### src/rtl/seq_alu.sv
// Sequential ALU for the 16-bit CPU: single-cycle ops plus an iterative
// one-bit-per-cycle logical shift left, behind a start/busy/done handshake.
module seq_alu #(
   parameter int unsigned WIDTH   = 16,
   parameter int unsigned SHAMT_W = 4
) (
   input  logic             clk,
   input  logic             rst,
   input  logic             start,
   input  logic [2:0]       alu_code,
   input  logic [WIDTH-1:0] a,
   input  logic [WIDTH-1:0] b,
   output logic             busy,
   output logic             done,
   output logic [WIDTH-1:0] result,
   output logic             zero,
   output logic             overflow
);

   typedef enum logic {
      IDLE,
      SHIFT
   } state_e;

   typedef enum logic [2:0] {
      OP_ADD = 3'b000,
      OP_SUB = 3'b001,
      OP_LSL = 3'b010,
      OP_SLT = 3'b011,
      OP_AND = 3'b100,
      OP_OR  = 3'b101,
      OP_NOT = 3'b110,
      OP_XOR = 3'b111
   } op_e;

   state_e             state_q, state_d;
   logic [WIDTH-1:0]   acc_q, acc_d;
   logic [SHAMT_W-1:0] cnt_q, cnt_d;
   logic [WIDTH-1:0]   result_q, result_d;
   logic               zero_q, zero_d;
   logic               ovf_q, ovf_d;
   logic               done_q, done_d;

   op_e                op;
   logic [SHAMT_W-1:0] shamt;
   logic [WIDTH-1:0]   sum, diff, op_res;
   logic               op_ovf;
   logic               lt;

   assign op    = op_e'(alu_code);
   assign shamt = b[SHAMT_W-1:0];
   assign sum   = a + b;
   assign diff  = a - b;
   assign lt    = $signed(a) < $signed(b);

   // Result of any op that finishes on the accepting edge (incl. lsl by 0 or 1).
   always_comb begin
      op_res = '0;
      op_ovf = 1'b0;
      unique case (op)
         OP_ADD: begin
            op_res = sum;
            op_ovf = (a[WIDTH-1] == b[WIDTH-1]) && (sum[WIDTH-1] != a[WIDTH-1]);
         end
         OP_SUB: begin
            op_res = diff;
            op_ovf = (a[WIDTH-1] != b[WIDTH-1]) && (diff[WIDTH-1] != a[WIDTH-1]);
         end
         OP_LSL: op_res = (shamt == '0) ? a : (a << 1);
         OP_SLT: op_res = {{(WIDTH-1){1'b0}}, lt};
         OP_AND: op_res = a & b;
         OP_OR:  op_res = a | b;
         OP_NOT: op_res = ~a;
         OP_XOR: op_res = a ^ b;
         default: op_res = '0;
      endcase
   end

   always_comb begin
      state_d  = state_q;
      acc_d    = acc_q;
      cnt_d    = cnt_q;
      result_d = result_q;
      zero_d   = zero_q;
      ovf_d    = ovf_q;
      done_d   = 1'b0;
      unique case (state_q)
         IDLE: begin
            if (start) begin
               if (op == OP_LSL && shamt != '0) begin
                  acc_d = a << 1;
                  cnt_d = shamt - 1'b1;
               end
               if (op == OP_LSL && shamt > SHAMT_W'(1)) begin
                  state_d = SHIFT;
               end else begin
                  result_d = op_res;
                  zero_d   = (op_res == '0);
                  ovf_d    = op_ovf;
                  done_d   = 1'b1;
               end
            end
         end
         SHIFT: begin
            acc_d = acc_q << 1;
            cnt_d = cnt_q - 1'b1;
            if (cnt_q == SHAMT_W'(1)) begin
               result_d = acc_q << 1;
               zero_d   = ((acc_q << 1) == '0);
               ovf_d    = 1'b0;
               done_d   = 1'b1;
               state_d  = IDLE;
            end
         end
         default: state_d = IDLE;
      endcase
   end

   always_ff @(posedge clk) begin
      if (rst) begin
         state_q  <= IDLE;
         acc_q    <= '0;
         cnt_q    <= '0;
         result_q <= '0;
         zero_q   <= 1'b0;
         ovf_q    <= 1'b0;
         done_q   <= 1'b0;
      end else begin
         state_q  <= state_d;
         acc_q    <= acc_d;
         cnt_q    <= cnt_d;
         result_q <= result_d;
         zero_q   <= zero_d;
         ovf_q    <= ovf_d;
         done_q   <= done_d;
      end
   end

   assign busy     = (state_q == SHIFT);
   assign done     = done_q;
   assign result   = result_q;
   assign zero     = zero_q;
   assign overflow = ovf_q;

endmodule

### config.mk
export PLATFORM = sky130hd
export DESIGN_NAME = seq_alu
export DESIGN_NICKNAME = d
export VERILOG_FILES = /design/src/rtl/seq_alu.sv
export SDC_FILE = /design/constraint.sdc
export NUM_CORES = 1
export LEC_CHECK = 0
export BUFFER_PORTS_ARGS = -buffer_cell sky130_fd_sc_hd__buf_2
export CAP_MARGIN = 20
export CORE_MARGIN = 1.5
export CORE_UTILIZATION = 55
export CTS_BUF_LIST = sky130_fd_sc_hd__clkbuf_4
export CTS_CLUSTER_DIAMETER = 40
export DETAILED_ROUTE_END_ITERATION = 12
export GPL_TIMING_DRIVEN = 0
export PLACE_DENSITY = 0.81
export SKIP_LAST_GASP = 1
export SLEW_MARGIN = 15
export SYNTH_ARGS = -nofsm -noshare
export SYNTH_HDL_FRONTEND = slang
export SYNTH_SLANG_ARGS = --single-unit
### constraint.sdc
create_clock -name clk -period 3.6 [get_ports clk]
set_clock_uncertainty 0.15 [all_clocks]
set_input_delay 0 -clock clk [delete_from_list [all_inputs] [get_ports clk]]
set_output_delay 0 -clock clk [all_outputs]
set_load 0.005 [all_outputs]
==> results by group <==
Run status
  • Result of the run: finished clean

Yosys
  • Yosys cell types: 85
  • Synthesized area: 0.00496 mm^2
  • Post-synth EDFFs: 0
  • Register bit total from synthesis: 38
  • YS warnings: 0
  • Largest family of logic cells by synthesized area: compound AO/OA/AOI/OAI gates
  • Cells after synthesis: 663
  • Ys flop type: dfxtp_1
  • Post-synthesis mux area share: 0.0840
  • Asr flop ratio synth: 0
  • Syn Area/Cell: 7.48 um^2
  • Post-Synth XOR/XNOR Area: 0.0106
  • Post-synth net total: 755
  • Compound-gate portion of the synthesized area: 0.296
  • Post-synthesis sequential area ratio: 0.153
  • Post-Synth Adder-Cell Area: 0.139
  • Post-Synth Simple-Gate Area: 0.224

Clock network
  • Clock-pin slew on the worst setup and hold paths: 120 ps
  • CTS tree: built
  • Worst-Skew Late Latency: 350 ps
  • H-tree depth: 2
  • Sink Count: 38
  • Total CTS buffers: 5
  • Clk buf depth: 2
  • Root buf cell: clkbuf_4

Placement
  • Post-Place Cells: 826
  • Placer congestion estimate: 0.987
  • Dpl hpwl: 13100 um
  • PortBufs: 55
  • Post-place setup slack: 492 ps

Global routing
  • Vias in the first global route: 5224
  • GRT overflow: 0
  • First-pass GRT wire length: 27000 um
  • Largest net degree at the start of global routing: 13
  • GR Util All Layers: 0.351
  • Initial antenna violation count: 0

Setup path
  • R2R cell count: 9
  • CP endpoint kind: flop
  • Worst path cell trace: dlygate4sd3_1 > buf_2 > inv_1 > ha_1 > nor3b_4 > buf_6 > buf_6 > buf_4 > nor2_1 > a21oi_1 > nor2_1 > a21oi_1 > nand3_1 > nor4_2 > nand4_1 > o41ai_2
  • Crit path required time: 3710 ps
  • Worst Path Max Fanout: 10
  • Slowest CP cell: dlygate4sd3_1
  • Setup crit start kind: input port
  • Crit Path Class: input port to flop
  • Critical path's top delay family: buffers and inverters
  • WP depth: 16
  • CP max stage delay: 530 ps
  • Critical path buffers and inverters: 6
  • Worst path arrival time: 3420 ps

Timing
  • Max_slew headroom: 0.517
  • Fmax: 303 MHz
  • Final Hold Fails: 0
  • Final setup violation count: 0
  • Tcrit/Tclk final: 0.918
  • Slew Limit Fails: 0
  • RSZ-0062 raised after global routing: false
  • Worst-Margin Slew: 725 ps
  • Worst setup margin: 296 ps
  • Final setup TNS: 0 ps
  • Final min period: 3300 ps

Finish
  • Finished Layout Cells: 845
  • Layout cell share with drive strength beyond 1: 0.166
  • Nets: 828
  • # diodes: 0
  • Area grow syn2layout: 12.7%

Drt
  • Drt total wl: 16900 um
  • DR pass1 iterations: 5
  • Wire per inst: 20.0 um
  • DR iter-0 viols: 508
  • Routed vias/inst: 6.54
  • Residual DRC: 0
  • Routed Antenna Nets: 0
  • Vias: 5530

Die
  • # rows: 34
  • CORE AREA: 0.00872 mm^2
  • Die H: 98.0 um
  • Die outline width: 98.0 um
  • Starting density of the core: 0.569
  • Top Ports: 58
  • DIE AREA: 0.00960 mm^2

Power and ir drop
  • Peak VDD IR: 0.218 mV
  • Pleak: 2.49 nW
  • Power per cell area: 269 mW/mm^2

Min path
  • Min-Delay Path Depth: 4
  • Hold WC Path Type: input port to flop

Flow run
  • Max-cap violations: 0
cells in the final DEF (no fill, tap or decap), drive strengths merged, types with 3 or more instances in the layout:
| cell | n |
|---|---|
| clkbuf | 22 |
| o41ai | 3 |
| a21o | 11 |
| nand2b | 6 |
| buf | 80 |
| inv | 60 |
| nand3 | 14 |
| mux4 | 11 |
| nor4 | 9 |
| xnor2 | 5 |
| and3 | 4 |
| and2 | 5 |
| o31a | 4 |
| a21oi | 66 |
| or2 | 5 |
| nor3b | 3 |
| o31ai | 4 |
| o21bai | 4 |
| a31oi | 7 |
| nor3 | 22 |
| dlygate4sd3 | 11 |
| nand3b | 3 |
| o21ai | 39 |
| ha | 52 |
| nor2 | 73 |
| o221ai | 6 |
| o311ai | 6 |
| mux2i | 15 |
| a221o | 3 |
| or3 | 8 |
| o22ai | 5 |
| o211ai | 9 |
| nand4 | 5 |
| a211oi | 17 |
| o211a | 5 |
| dfxtp | 38 |
| nand2 | 50 |
| nor2b | 12 |
cell families (layout without fill, tap and decap cells):
logic type,count (synthesis),count (layout)
AOI/OAI and AO/OA,210,210
xor gates and xnor gates,6,6
adders and majority gates,54,54
buffers and inverters,103,177
DFF,38,38
muxes,27,27
and+or+nand+nor,225,225
sequential cells by signal, summed over array words and instances, names as in the netlist:
register / flops
acc_q: 14
zero: 1
result: 16
busy: 1
done: 1
overflow: 1
cnt_q: 4
cell usage after synthesis, types with 7 or more instances:
cell type  count  area, um^2
a211oi_1      15         113
a21o_1        10        75.1
a21oi_1       64         320
buf_2         12        60.1
clkbuf_1      17        63.8
dfxtp_1       38         761
ha_1          52         651
inv_1         59         221
mux2i_1       15         150
mux4_2         9         203
nand2_1       50         188
nand3_1       14        70.1
nor2_1        72         270
nor2b_1       12        75.1
nor3_1        20         100
nor4_1         9        56.3
o211ai_1       9        67.6
o21ai_0       34         170
or3_1          7        43.8
routing by layer:
layer	GRT usage	wire [um]	vias to the layer above
li1	-	-	2547
met1	0.480	7210	2609
met2	0.575	7660	322
met3	0.0401	1480	52
met4	0.119	569	0
met5	0	0	-
layout make-up:
cell class	count	area (um^2)
Clock inverter	3	63.8
Inverter	61	229
Sequential cell	38	761
Tap cell	108	135
Timing Repair Buffer	66	385
Multi-Input combinational cell	522	3740
Fill cell	795	3130
Buffer	42	233
Clock buffer	5	37.5
worst reg2reg max path: stages (launching register included):
cell	delay, ps
dfxtp_1	430
nor2b_1	230
nand3b_1	290
nand2_1	330
nor2_1	90
nor4_1	210
nand4_1	150
nor4_2	220
nand4_1	160
o41ai_2	230
through the flow:
step,power [mW],hold slack (ps),util,instance area (um^2)
after floorplan,0.916,2.47,-,4960
after global placement,1.10,161,0.616,5370
after detailed placement,1.11,169,0.616,5370
after CTS,1.48,2.70,0.639,5570
after global routing,1.58,9.09,0.641,5590
final,1.50,3.33,0.641,5590
report_power, final:
group	leakage [nW]	switching (mW)	internal, mW
Clock	0.0528	0.152	0.214
Sequential	0.311	0.0166	0.446
Combinational	2.13	0.408	0.265
repair_timing:
| action | CTS | global route |
|---|---|---|
| hold buffers | 10 | 1 |
| setup buffers | 0 | 0 |
| setup endpoints to repair | 0 | 1 |
| endpoints found under the hold margin | 7 | 1 |
| resized for setup | 0 | 1 |
final timing paths:
kind / start / to / slack [ps]
setup / recovery: b[1] / zero / 300
hold / removal: a[8] / acc_q[9] / 3
setup reg to reg: busy / zero / 1030
hold reg to reg: result[2] / result[2] / 330
No activity file was read; power rests on OpenSTA's default activity.
